File: config.mk
export PLATFORM = sky130hd
export DESIGN_NAME = pulse_cdc_scheduler
export DESIGN_NICKNAME = d
export VERILOG_FILES = /design/src/rtl/pulse_cdc_scheduler.sv
export SDC_FILE = /design/constraint.sdc
export NUM_CORES = 1
export LEC_CHECK = 0
export CORE_MARGIN = 2
export CORE_UTILIZATION = 30
export DETAILED_ROUTE_END_ITERATION = 8
export PLACE_DENSITY = 0.5
export REMOVE_ABC_BUFFERS = 1
export SLEW_MARGIN = 20
export SYNTH_ARGS = -nofsm -noshare
export SYNTH_HDL_FRONTEND = slang
export SYNTH_SLANG_ARGS = --single-unit
File: constraint.sdc
create_clock -name fast_clk -period 3.8 [get_ports fast_clk]
set_input_delay 0.76 -clock fast_clk [delete_from_list [all_inputs] [get_ports fast_clk]]
set_output_delay 0.76 -clock fast_clk [all_outputs]
set_load 0.03 [all_outputs]
File: src/rtl/pulse_cdc_scheduler.sv
// Round-robin scheduler that shares one fast-to-slow pulse crossing among NREQ requesters,
// with per-requester pending counters and credit flow control matched to the crossing FIFO.
//
// state | meaning
// IDLE  | not issuing; pending counts retained
// RUN   | issuing one pulse per cycle while credits and pending pulses exist
// FLUSH | pending counts discarded; waits for all outstanding credits to return
module pulse_cdc_scheduler #(
    parameter int NREQ    = 4,
    parameter int CNT_W   = 4,
    parameter int CREDITS = 7,
    parameter int ID_W    = 2
) (
    input  logic            fast_clk,
    input  logic            rstn,
    input  logic            enable,
    input  logic            flush,
    input  logic [NREQ-1:0] req,
    input  logic            credit_ret,
    output logic            out_pulse,
    output logic [ID_W-1:0] out_id,
    output logic [3:0]      credits,
    output logic            busy,
    output logic [NREQ-1:0] ovf,
    output logic            cred_err
);

    typedef enum logic [1:0] {IDLE, RUN, FLUSH} state_t;

    localparam logic [CNT_W-1:0] CNT_MAX  = '1;
    localparam logic [3:0]       CRED_MAX = 4'(CREDITS);

    state_t            state, state_next;
    logic [CNT_W-1:0]  cnt [NREQ];
    logic [ID_W-1:0]   rr;
    logic [ID_W-1:0]   grant_id;
    logic              grant_found;
    logic              any_pending;
    logic              issue;
    logic              clear_cnt;
    logic [NREQ-1:0]   grant_vec;

    // Search begins one past the last served requester and wraps modulo NREQ.
    always_comb begin
        int idx;
        logic [ID_W-1:0] sel;
        grant_id    = '0;
        grant_found = 1'b0;
        any_pending = 1'b0;
        idx         = 0;
        sel         = '0;
        for (int k = 1; k <= NREQ; k++) begin
            idx = (int'(rr) + k) % NREQ;
            sel = ID_W'(idx);
            if (cnt[sel] != '0) begin
                any_pending = 1'b1;
                if (!grant_found) begin
                    grant_found = 1'b1;
                    grant_id    = sel;
                end
            end
        end
    end

    assign issue = (state == RUN) && (credits != 4'd0) && grant_found;

    always_comb begin
        for (int i = 0; i < NREQ; i++) begin
            grant_vec[i] = issue && (grant_id == ID_W'(i));
        end
    end

    always_comb begin
        state_next = state;
        case (state)
            IDLE: begin
                if (flush)       state_next = FLUSH;
                else if (enable) state_next = RUN;
            end
            RUN: begin
                if (flush)        state_next = FLUSH;
                else if (!enable) state_next = IDLE;
            end
            FLUSH: begin
                if (credits == CRED_MAX) state_next = IDLE;
            end
            default: state_next = IDLE;
        endcase
    end

    // Counters are held at zero while entering or sitting in FLUSH, so req is ignored there.
    assign clear_cnt = (state_next == FLUSH) || (state == FLUSH);

    always_ff @(posedge fast_clk or negedge rstn) begin
        if (!rstn) begin
            state <= IDLE;
            for (int i = 0; i < NREQ; i++) cnt[i] <= '0;
            ovf   <= '0;
        end else begin
            state <= state_next;
            for (int i = 0; i < NREQ; i++) begin
                if (clear_cnt) begin
                    cnt[i] <= '0;
                end else begin
                    case ({req[i], grant_vec[i]})
                        2'b10: begin
                            if (cnt[i] != CNT_MAX) cnt[i] <= cnt[i] + 1'b1;
                            else                   ovf[i] <= 1'b1;
                        end
                        2'b01:   cnt[i] <= cnt[i] - 1'b1;
                        default: cnt[i] <= cnt[i];
                    endcase
                end
            end
        end
    end

    always_ff @(posedge fast_clk or negedge rstn) begin
        if (!rstn) begin
            credits   <= CRED_MAX;
            cred_err  <= 1'b0;
            out_pulse <= 1'b0;
            out_id    <= '0;
            rr        <= ID_W'(NREQ - 1);
        end else begin
            case ({issue, credit_ret})
                2'b10: credits <= credits - 4'd1;
                2'b01: begin
                    if (credits == CRED_MAX) cred_err <= 1'b1;
                    else                     credits  <= credits + 4'd1;
                end
                default: credits <= credits;
            endcase
            out_pulse <= issue;
            if (issue) begin
                out_id <= grant_id;
                rr     <= grant_id;
            end
        end
    end

    assign busy = (state != IDLE) || any_pending;

endmodule

-- Yosys cells after proc, flatten, opt, wreduce, memory -nomap -nowiden
Index checks and enable logic that the tools add are counted.
- bits in registers: 32
- bits in latches: 0
- memory bits (writable): 0
- bits in read-only memories: 0
- input port bits: 9
- output and inout bits: 13
- logic and storage cells: 141
- memories kept: 0
- $add $sub $neg: 14
- multipliers: 0
- divide/modulo/power cells: 0
- magnitude comparators: 4
- equal/unequal tests: 26
- shift operators: 0
- mux-type cells: 43
- bitwise gates (word level): 9
- reductions and logical operators: 31
- operator list (cell ; count):
    2-to-1 mux 4 bit ; 17
    one-hot mux 4 bit (2 select lines) ; 5
    binary-select mux 4 bit (select 2 bit) ; 4
    2-to-1 mux 2 bit ; 12
    adder 4 x 1 -> 4 bit, second input constant ; 5
    nonzero test 4 bit ; 5
    subtractor 4 x 1 -> 4 bit, second input constant ; 5
    equality test 2 bit, second input constant ; 9
    != test 4 bit, second input constant ; 4
    equality test 2 x 1 -> 1 bit, second input constant ; 7
    >= comparator 3 bit, second input constant ; 4
    != test 3 bit, second input constant ; 4
    inverter 2 -> 3 bit ; 4
    AND reduction 2 bit ; 6
    AND reduction 3 bit ; 4
    nonzero test 3 bit ; 4
    logical AND 1 bit ; 6
    one-hot mux 2 bit (3 select lines) ; 1
    inverter 1 bit ; 5
    adder 2 x 1 -> 2 bit, second input constant ; 2
    adder 2 bit, second input constant ; 2
    equality test 4 x 3 -> 1 bit, second input constant ; 1
    zero test 2 bit ; 2
    2-to-1 mux 1 bit ; 4
    3 further kinds ; 5

-- Depth between registers and ports, before layout
- word-level depth: 18
- gate-level depth with buffers: 20
- gate-level depth less buffers: 18

-- Worst setup path before layout
Ideal clock, no wire load.
- path kind: register to register
- start: register cnt[0] (netlist bit)
- end: register cnt[3] (netlist bit)
- library setup time: 79 ps
- data arrival time: 3582 ps
- data required time: 3721 ps
- path slack: 139 ps
- stages on the path, launching flop included: 21
- buffers on the path: 2
- clock period less this slack: 3661 ps
- path through: dfrtp_1 > or4_1 > buf_2 > nand2_1 > o21ai_0 > nor2_1 > a21oi_1 > ha_1 > inv_1 > mux2i_1 > o31a_1 > buf_6 > nand2_1 > nand2_1 > nor2_1 > ha_1 > a21o_1 > a21o_1 > nand3_1 > a2bb2oi_1 > mux2i_1
- word-level cells in the longest chain between the ends: 16
- elaborated cells between the ends (all ways): 41
- those cells by class: 2 x add/sub; 5 x eq/ne; 26 x mux; 8 x reduce/logical
- RTL lines (element ; RTL line ; text):
    from (decl) ; 34 ; logic [CNT_W-1:0] cnt [NREQ];
    from (signal, indexed assignment) ; 110 ; 2'b01: cnt[i] <= cnt[i] - 1'b1;
    from (signal, indexed assignment) ; 111 ; default: cnt[i] <= cnt[i];
    binary-select mux 4 bit (select 2 bit) ; 55 ; if (cnt[sel] != '0) begin
    2-to-1 mux 4 bit (not written as such) (2 in a row) ; 55 ;
    nonzero test 4 bit ; 55 ;
    2-to-1 mux 2 bit or 2-to-1 mux 1 bit (tied branches) ; 55 ;
    2-to-1 mux 2 bit ; 57 ; if (!grant_found) begin
    2-to-1 mux 2 bit ; 55 ;
    2-to-1 mux 2 bit ; 57 ;
    2-to-1 mux 2 bit ; 55 ;
    2-to-1 mux 2 bit ; 57 ;
    2-to-1 mux 2 bit ; 55 ;
    equality test 2 bit ; 69 ; grant_vec[i] = issue && (grant_id == ID_W'(i));
    logical AND 1 bit ; 69 ;
    equality test 2 x 1 -> 1 bit or equality test 2 bit (tied branches) ; 105 ; case ({req[i], grant_vec[i]})
    one-hot mux 4 bit (2 select lines) (tied with other cells) ; 105 ;
    2-to-1 mux 4 bit or AND reduction 2 bit (tied branches) ; -- ;
Several ways; a longest one is shown, not always the timed one. The select of a mux whose other input is x is not followed.
A chain may end at the register's enable or synchronous reset.

-- Final worst setup path
- start: register cnt[6] (netlist bit)
- end: register cnt[13] (netlist bit)
- word-level cells in the longest chain between the ends: 16
- elaborated cells between the ends (all ways): 37
- those cells by class: 3 x eq/ne; 25 x mux; 9 x reduce/logical
- RTL lines (element ; RTL line):
    binary-select mux 4 bit (select 2 bit) ; 55
    2-to-1 mux 4 bit (not written as such) (2 in a row) ; 55
    nonzero test 4 bit ; 55
    2-to-1 mux 2 bit or 2-to-1 mux 1 bit (tied branches) ; 55
    2-to-1 mux 2 bit ; 57
    2-to-1 mux 2 bit ; 55
    2-to-1 mux 2 bit ; 57
    2-to-1 mux 2 bit ; 55
    2-to-1 mux 2 bit ; 57
    2-to-1 mux 2 bit ; 55
    zero test 2 bit ; 69
    logical AND 1 bit * ; 69
    equality test 2 x 1 -> 1 bit or equality test 2 bit (tied branches) ; 105
    one-hot mux 4 bit (2 select lines) (tied with other cells) ; 105
    2-to-1 mux 4 bit or AND reduction 2 bit (tied branches) ; --
Mark *: on every way between the ends. The rest lies on a longest branch, timed or not. The select of a mux whose other input is x is not followed.

==> impl_metrics.json <==
{
  "outcome": "finished clean",
  "path_class": "reg -> reg",
  "area_growth_pct": 26.2,
  "synthFlopType": "dfrtp_1",
  "maxCapViolations": 0,
  "synthesis.area_um2": 2330,
  "wl_per_cell_um": 14.1,
  "drt_wl_total_mm": 5.49,
  "numPortBuffers": 21,
  "wl_met2_mm": 2.55,
  "hold_path_end": "ovf[2]",
  "vias": 1990,
  "switching_share_pct": 40.8,
  "yosysTopAreaCell": "dfrtp_1",
  "comb_power_share_pct": 47.3,
  "p_int_mw": 0.897,
  "rr_worst_depth": 14,
  "ir_drop_uv": 248,
  "p_per_area_nw_per_um2": 515,
  "rows": 32,
  "finalWorstSetupSlack_ps": 224,
  "ios": 22,
  "reg2reg_slack_ps": 220,
  "clock_skew_ps": 8.02,
  "finalCriticalPeriod_ps": 3580,
  "nFillCells": 763,
  "yosys.cell_types.count": 56,
  "rsz0062_at_grt": "no",
  "clkTransAtPathRegs_ps": 80,
  "fp.dieW_um": 92.2,
  "switchingPower_mw": 0.619,
  "synth_top_area_share_pct": 28.9,
  "holdCritStartpoint": "ovf[2]",
  "insertion_delay_ps": 290,
  "setup_viol_count_final": 0,
  "p_clk_share_pct": 18.8,
  "fp.dieH_um": 92.2,
  "r2r_start": "cnt[6]",
  "cp-end-kind": "flip-flop",
  "relSlewSlack_pct": 69.2,
  "grt_pass1_vias": 1877,
  "htree_levels": 2,
  "p_leak_nw": 1.40,
  "ys_top_cells_by_count": "dfrtp_1 (27), nand2_1 (25), nor2_1 (15)",
  "grt_pass1_wl_mm": 9.39,
  "overflow": 0,
  "synthTopCellsByArea": "dfrtp_1 (29%), mux2i_1 (6.0%), ha_1 (5.9%)",
  "fmax_ghz": 0.280,
  "drv_slew": 0,
  "cts_made_buffers": 5,
  "crit_required_ps": 3960,
  "highest_layer": "met4",
  "total_power_mw": 1.52,
  "hp-class": "reg -> reg",
  "wl_met3_um": 233,
  "ys_ff_latch": 32,
  "post-place-ws_ps": 121,
  "start_util_pct": 30.5,
  "dp_hpwl_mm": 4.04,
  "antenna_found_initial": 0,
  "viasPerCell": 5.13,
  "cts_buffer_depth": 2,
  "syn_inst": 240,
  "finalNonFillerCells": 388,
  "whs_path_depth": 1,
  "synth-seq-area-share_pct": 34.6,
  "cts-root-buf": "clkbuf_8",
  "drive_gt1_share_pct": 22.7,
  "r2r_end": "cnt[13]",
  "crit_path_start_kind": "flip-flop",
  "nNetsFinal": 310,
  "dp.cells": 378,
  "p_seq_share_pct": 33.9,
  "yosys_warnings": 0,
  "drt_iter0_drc": 82,
  "grt_max_degree": 33,
  "synth.most_common_cell": "dfrtp_1",
  "ys_async_sr_fraction_pct": 100,
  "cts_tree": "yes",
  "antenna_cells": 0,
  "grt_usage_pct": 13.9,
  "tightest_slew_ps": 462,
  "drtAntennaViolNets": 0,
  "synth-edff-count": 0,
  "syn_avg_cell_area_um2": 9.73,
  "fin_util_pct": 38.5,
  "cts.sink_count": 32,
  "drc": 0,
  "finalHoldViolCount": 0,
  "crit_arrival_ps": 3740,
  "final.setup.tns_ps": 0,
  "die_area_um2": 8500,
  "wl_met1_mm": 2.65,
  "gp_congestion": 0.895,
  "core_um2": 7650,
  "critPathMaxFanout": 5,
  "first_pass_iters": 4,
  "post-route-period-util_pct": 94.1
}
worst max-delay path by stage:
stage	to	depth (start not counted)	start
2_1_floorplan	cnt[7]	17	cnt[0]
4_1_cts	cnt[7]	17	cnt[2]
5_1_grt	cnt[13]	16	cnt[2]
3_5_place_dp	cnt[7]	17	cnt[2]
6_report	cnt[13]	14	cnt[6]
3_3_place_gp	cnt[11]	16	cnt[6]
power by group through the flow:
| stage | registers (mW) | logic (mW) | clock network (mW) |
|---|---|---|---|
| final | 0.514 | 0.717 | 0.285 |
| after detailed placement | 0.521 | 0.703 | 0 |
| after global routing | 0.527 | 0.790 | 0.310 |
| after global placement | 0.520 | 0.699 | 0 |
| after CTS | 0.514 | 0.707 | 0.296 |
| after floorplan | 0.581 | 0.360 | 0 |
cell families after synthesis:
logic type               count (synthesis)  synth area share, %
XOR/XNOR                                 9                 3.38
flip-flops                              32                 34.6
AO/OA/AOI/OAI                           56                 17.1
adder cells (fa/ha/maj)                 16                 10.2
multiplexers                            21                 10.1
buffers and inverters                   20                 3.64
AND/OR/NAND/NOR                         86                 21.0
registers in the layout (all words and copies together) (netlist names):
| name | count |
|---|---|
| out_pulse | 1 |
| out_id | 2 |
| rr | 2 |
| cnt | 16 |
| ovf | 4 |
| credits | 4 |
| cred_err | 1 |
| state | 2 |
worst max-delay path, cell delays in order (launching register included):
cell and delay (ps):
dfrtp_1 430, or4_1 600, o21ai_0 190, a21oi_1 90
ha_1 280, inv_1 40, mux2i_1 190, o31ai_1 120
buf_4 170, nor4b_4 300, buf_4 190, fa_1 420
a311o_1 280, o21ai_1 70, a211oi_1 80
per-stage QoR:
stage / hold slack, ps / cell area [um2]
6_report: 465 / 2950
5_1_grt: 487 / 2950
2_1_floorplan: 464 / 2280
4_1_cts: 474 / 2910
3_5_place_dp: 457 / 2820
3_3_place_gp: 452 / 2820
routing by layer:
metal	vias up	GRT usage, %
li1	993	-
met1	954	19.8
met2	38	21.9
met3	5	2.30
met4	0	3.73
met5	-	0
timing repair:
action,CTS,global route
buffers inserted,0,2
resized for setup,0,6
setup endpoints to repair,0,5
hold buffers,0,0
placed cells by master, fill, tap and decap left out, types with 8 or more instances in the layout:
master	synthesis	final
a21oi_1	12	10
inv_1	9	9
mux2i_1	14	14
dfrtp_1	27	27
ha_1	11	11
nor2_1	15	13
nand2_1	25	25
clkdlybuf4s50_1	0	21
buf_4	0	28
a21o_1	8	8
final cells by class:
class | count | area (um2) | share of cell area [%]
clock buffers | 6 | 82.6 | 2.80
clock inverters | 2 | 10.0 | 0.340
inverters | 9 | 33.8 | 1.15
multi-input cells | 188 | 1460 | 49.7
flip-flops and latches | 32 | 807 | 27.4
well taps | 102 | 128 | 4.33
repair buffers | 49 | 420 | 14.3
Power figures use the tool's default switching activity.
==> edit 1, RTL diff (config.mk and constraints unchanged) <==
Change the parameter `ID_W` from 2 to 3.
--- a/src/rtl/pulse_cdc_scheduler.sv
+++ b/src/rtl/pulse_cdc_scheduler.sv
@@ -9,7 +9,7 @@
     parameter int NREQ    = 4,
     parameter int CNT_W   = 4,
     parameter int CREDITS = 7,
-    parameter int ID_W    = 2
+    parameter int ID_W    = 3
 ) (
     input  logic            fast_clk,
     input  logic            rstn,
Ports: changed (resized out_id); port bits go from 22 to 23. The function was not compared with the original's and may differ.
==> edit 1 against the original RTL <==
Power up 5.5%. Worst setup slack worse by 0.0045 ns. Area after synthesis up 0.48%. Design area up 1.3%. Routed wire length up 1.2%. First-iteration DRC count down 49%. Sequential cell count unchanged. Critical path depth up 3. Critical path type unchanged.
==> edit 1: results (changes against the original RTL) <==
* Async S/R FF share, synth at 1.00 (unchanged)
* # H-tree levels at 2 (unchanged)
* Layout cells sized above 1 at 0.226 (was 0.227)
* Overall Global Routing Usage at 0.139 (about the same)
* Leakage at 1.42 nW (was 1.40 nW)
* Peak VDD IR at 0.000290 V (was 0.000248 V)
* Fmax at 0.279 GHz (was 0.280 GHz)
* GP Congestion at 0.878 (was 0.895)
* Detailed router's first-iteration violation count at 42 (was 82)
* Area Overhead vs Synth at 27.2% (was 26.2%)
* DR vias/cell at 5.06 (was 5.13)
* Hold crit path type: reg2reg (unchanged)
* Arr. time, crit path at 3.79 ns (was 3.74 ns)
* Skew final at 0.00795 ns (was 0.00802 ns)
* Largest net degree at the start of global routing at 33 (unchanged)
* Register area share after synthesis at 0.344 (was 0.346)
* Placement Cell Area at 2840 um2 (was 2820 um2)
* Synth top cells by count: 27 x dfrtp_1, 25 x nand2_1, 15 x nor2_1, 14 x mux2i_1, 12 x a21oi_1 (unchanged)
* Top post-synthesis cells by area: dfrtp_1 29%, mux2i_1 6.0%, ha_1 5.9%, dfstp_2 5.6%, fa_1 4.3% (unchanged)
* Inserted Diodes at 0 (unchanged)
* Synth unique cells at 58 (was 56)
* First-pass iteration count of the detailed router at 4 (unchanged)
* Later-pin clock latency in the skew report at 0.29 ns (about the same)
* PostCTS Resize Cnt at 0 (unchanged)
* NumNets Final at 311 (was 310)
* CP max FO at 5 (unchanged)
* Drt total wl at 5.56 mm (was 5.49 mm)
* Antenna violations before repair at 0 (unchanged)
* Vias in the first global route at 1940 (was 1877)
* Post-CTS Setup Inserts at 0 (unchanged)
* First-pass GRT wire length at 9.49 mm (was 9.39 mm)
* Root buffer cell: clkbuf_8 (unchanged)
* Clock slew at reported path FFs at 0.08 ns (about the same)
* Dpl ws at 0.196 ns (was 0.121 ns)
* TritonCTS buffer count at 5 (unchanged)
* Outcome: complete, no violations (unchanged)
* Switch share at 0.389 (was 0.408)
* DP HPWL at 4.07 mm (was 4.04 mm)
* I/O Buffers at 21 (unchanged)
* FILL cells at 762 (was 763)
* Ys Warns at 0 (unchanged)
* Largest regs: cnt (16), credits (4), ovf (4) (unchanged)
* Reg2reg setup slack at 0.22 ns
* Max clock buf depth at 2 (unchanged)
-- edit 1: path summary, 6_finish.rpt --
path | startpoint | cells past startpoint | to
max reg2reg | cnt[2] | 17 | cnt[7]
min in group asynchronous | rstn | 2 | ovf[2]
max in group asynchronous | rstn | 2 | rr[1]
max | cnt[2] | 17 | cnt[7]
min | ovf[0] | 1 | ovf[0]
min reg2reg | ovf[0] | 1 | ovf[0]
-- edit 1: critical path, stage by stage (launching register included) --
cell and delay (ns):
dfrtp_1 0.42, or4_1 0.54, nand2_1 0.11, o21ai_0 0.08, nor2_1 0.10, a21oi_1 0.05
ha_1 0.27, inv_1 0.03, mux2i_1 0.16, o31a_1 0.27, nand2_2 0.11, nor2_1 0.15
ha_1 0.25, a21o_1 0.18, a21oi_1 0.28, nand4b_1 0.13, a21boi_1 0.14, a211oi_1 0.23
-- edit 1: through the flow --
stage,cells,hold slack (ns)
CTS,389,0.482
global placement,381,0.456
global route,389,0.498
finish,389,0.472
floorplan,230,0.464
detailed placement,381,0.453
-- edit 1: power groups by stage --
| stage | clock [W] | sequential [W] | combinational (W) |
|---|---|---|---|
| floorplan | 0 | 0.000581 | 0.000361 |
| global placement | 0 | 0.000519 | 0.000708 |
| detailed placement | 0 | 0.000519 | 0.000710 |
| CTS | 0.000382 | 0.000513 | 0.000714 |
| global route | 0.000395 | 0.000528 | 0.000788 |
| finish | 0.000371 | 0.000512 | 0.000716 |
-- edit 1: final cells by class --
| class | instances | share of cell area |
|---|---|---|
| repair buffers | 49 | 0.141 |
| clock buffers | 7 | 0.0323 |
| clock inverters | 1 | 0.0101 |
| multi-input cells | 189 | 0.492 |
| well taps | 102 | 0.0428 |
| inverters | 9 | 0.0113 |
| flip-flops and latches | 32 | 0.270 |
-- edit 1: metal layers --
metal | global-route usage | vias to the layer above | part of all wire
met5 | 0 | - | 0
li1 | - | 988 | -
met2 | 0.218 | 30 | 0.48
met4 | 0.0448 | 0 | 0.016
met3 | 0.0195 | 7 | 0.031
met1 | 0.196 | 945 | 0.48
-- edit 1: logic make-up (layout without fill, tap and decap cells) --
logic type,after synthesis,after routing,share of synthesized area
simple gates,86,86,0.209
compound gates,56,56,0.170
flops,32,32,0.344
mux,21,21,0.101
buf+inv,21,66,0.0395
fa+ha+maj,16,16,0.101
xor+xnor,9,9,0.0336
other cells,1,1,0.00160
==> edit 2, RTL diff (same flow settings) <==
Made on the original files. The 3 states of `state_t` get a one-hot encoding in 3 bits.
--- a/src/rtl/pulse_cdc_scheduler.sv
+++ b/src/rtl/pulse_cdc_scheduler.sv
@@ -25,7 +25,7 @@
     output logic            cred_err
 );
 
-    typedef enum logic [1:0] {IDLE, RUN, FLUSH} state_t;
+    typedef enum logic [2:0] {IDLE = 3'b001, RUN = 3'b010, FLUSH = 3'b100} state_t;
 
     localparam logic [CNT_W-1:0] CNT_MAX  = '1;
     localparam logic [3:0]       CRED_MAX = 4'(CREDITS);
Behaviour: no difference found for any inputs over 4 cycles, from zero or initial values and one cycle with rstn low; so few cycles prove little.
==> edit 2 against the original RTL <==
Count of clock-buffer cells in the layout down 1. Critical path depth unchanged. Design area up 8.2%. Utilization up 2.5 points. Worst setup slack worse by 0.11 ns. Sequential cell count up 1. Area after synthesis up 4.0%. Clock skew up 0.00085 ns. Routed wire length up 5.1%.
Power is not compared: it rests on default switching activity, and its combinational part moved more than twofold at a synthesized area within 25%.
==> edit 2: results (changes against the original RTL) <==
* Hold crit path type: reg2reg (unchanged)
* First-pass GRT wire length at 9.80 mm (was 9.39 mm)
* GP Congestion at 0.900 (was 0.895)
* DP HPWL at 4.23 mm (was 4.04 mm)
* Placed cells at 400 (was 378)
* Slew @ Worst Pin at 0.740 ns (was 0.462 ns)
* CP peak stage delay at 0.54 ns (was 0.60 ns)
* Register area share after synthesis at 0.343 (was 0.346)
* NumNets Final at 330 (was 310)
* Largest net degree at the start of global routing at 34 (was 33)
* Drt total wl at 5.77 mm (was 5.49 mm)
* Min-delay src: ovf[2] (unchanged)
* Async S/R FF share, synth at 1.00 (unchanged)
* Peak VDD IR at 0.000324 V
* Leakage at 1.47 nW
* I/O Buffers at 21 (unchanged)
* Vias in the first global route at 2008 (was 1877)
* Synth top cells by count: 27 x dfrtp_1, 23 x nand2_1, 16 x nor2_1, 13 x a21oi_1, 11 x ha_1 (was 27 x dfrtp_1, 25 x nand2_1, 15 x nor2_1, 14 x mux2i_1, 12 x a21oi_1)
* FILL cells at 779 (was 763)
* Detailed-route wire length per cell at 14.1 um (about the same)
* DR vias/cell at 5.07 (was 5.13)
* Top post-synthesis cells by area: dfrtp_1 28%, dfstp_2 6.5%, ha_1 5.7%, fa_1 4.1%, nand2_1 3.6% (was dfrtp_1 29%, mux2i_1 6.0%, ha_1 5.9%, dfstp_2 5.6%, fa_1 4.3%)
* CP Launch Point: cnt[0] (was cnt[6])
* Max clock buf depth at 2 (unchanged)
* Arr. time, crit path at 3.89 ns (was 3.74 ns)
* Slowest CP cell: or4_4 (was or4_1)
* Outcome: complete, no violations (unchanged)
* Detailed router's first-iteration violation count at 87 (was 82)
* Cells after Synth at 250 (was 240)
* CP max FO at 3 (was 5)
* Skew final at 0.00886 ns (was 0.00802 ns)
* Setup violators final at 0 (unchanged)
* Overall Global Routing Usage at 0.142 (was 0.139)
* Layout cells sized above 1 at 0.268 (was 0.227)
* Synth unique cells at 65 (was 56)
-- edit 2: cell types whose count changed after synthesis, moves of 3 or more --
cell,unedited run,this run
nand3b_1,3,0
nor3_1,3,9
o21a_1,0,6
nor4_2,1,4
nand4b_1,3,0
a31o_2,5,2
mux2i_1,14,7
and3_1,0,3
-- edit 2: stage by stage --
stage / util / area (um2) / setup TNS, ns / setup slack, ns / power [W]
6_report: 0.410 / 3190 / 0 / 0.118 / 0.00291
5_1_grt: 0.410 / 3190 / -0.0520 / -0.0355 / 0.00315
4_1_cts: 0.403 / 3130 / 0 / 0.0117 / 0.00284
3_5_place_dp: 0.384 / 2980 / 0 / 0.0122 / 0.00240
3_3_place_gp: 0.384 / 2980 / 0 / 0.00957 / 0.00239
2_1_floorplan: - / 2370 / -0.311 / -0.151 / 0.00166
-- edit 2: cell type report --
class                           instances  area share
Timing Repair Buffer                   57       0.152
Sequential cell                        33       0.262
Clock inverter                          3      0.0216
Clock buffer                            5      0.0216
Tap cell                              102      0.0401
Multi-Input combinational cell        199       0.493
Inverter                                9      0.0106
-- edit 2: worst register-to-register path: cells and delay by family (launching register included) --
kind	cells	cell delay, ns
AO/OA/AOI/OAI	4	0.78
adder cells (fa/ha/maj)	2	0.40
buffers and inverters	1	0.07
flip-flops	1	0.38
multiplexers	2	0.59
AND/OR/NAND/NOR	5	1.39
-- edit 2: report_power, final --
part | internal (W) | switching (W)
Sequential | 0.000512 | 0.000123
Clock | 0.000264 | 0.000144
Combinational | 0.000881 | 0.000989
Total | 0.00166 | 0.00126
-- edit 2: metal layers --
metal / track usage / up-vias / part of all wire
met1: 0.198 / 977 / 0.49
met5: 0 / - / 0
li1: - / 1057 / -
met4: 0.0435 / 0 / 0.016
met3: 0.0241 / 6 / 0.027
met2: 0.227 / 29 / 0.47
-- edit 2: logic make-up after synthesis --
| family | after synthesis | share of synthesized area |
|---|---|---|
| AND/OR/NAND/NOR | 96 | 0.232 |
| XOR/XNOR | 9 | 0.0325 |
| adder cells (fa/ha/maj) | 16 | 0.0979 |
| AO/OA/AOI/OAI | 67 | 0.201 |
| flip-flops | 33 | 0.343 |
| buffers and inverters | 18 | 0.0366 |
| multiplexers | 11 | 0.0567 |
-- edit 2: worst paths after layout --
path / end / slack [ns] / cells after the start
max reg2reg: cnt[15] / 0.12 / 14
max: cnt[15] / 0.12 / 14
min in group asynchronous: credits[3] / 0.89 / 2
min: ovf[2] / 0.47 / 1
min reg2reg: ovf[2] / 0.47 / 1
max in group asynchronous: state[0] / 2.57 / 2
-- edit 2: repair_timing --
| item | CTS | global route |
|---|---|---|
| endpoints found under the setup margin | 1 | 6 |
| gates resized for setup | 3 | 13 |
| endpoints found under the hold margin | 0 | 0 |
| pin swaps | 1 | 7 |
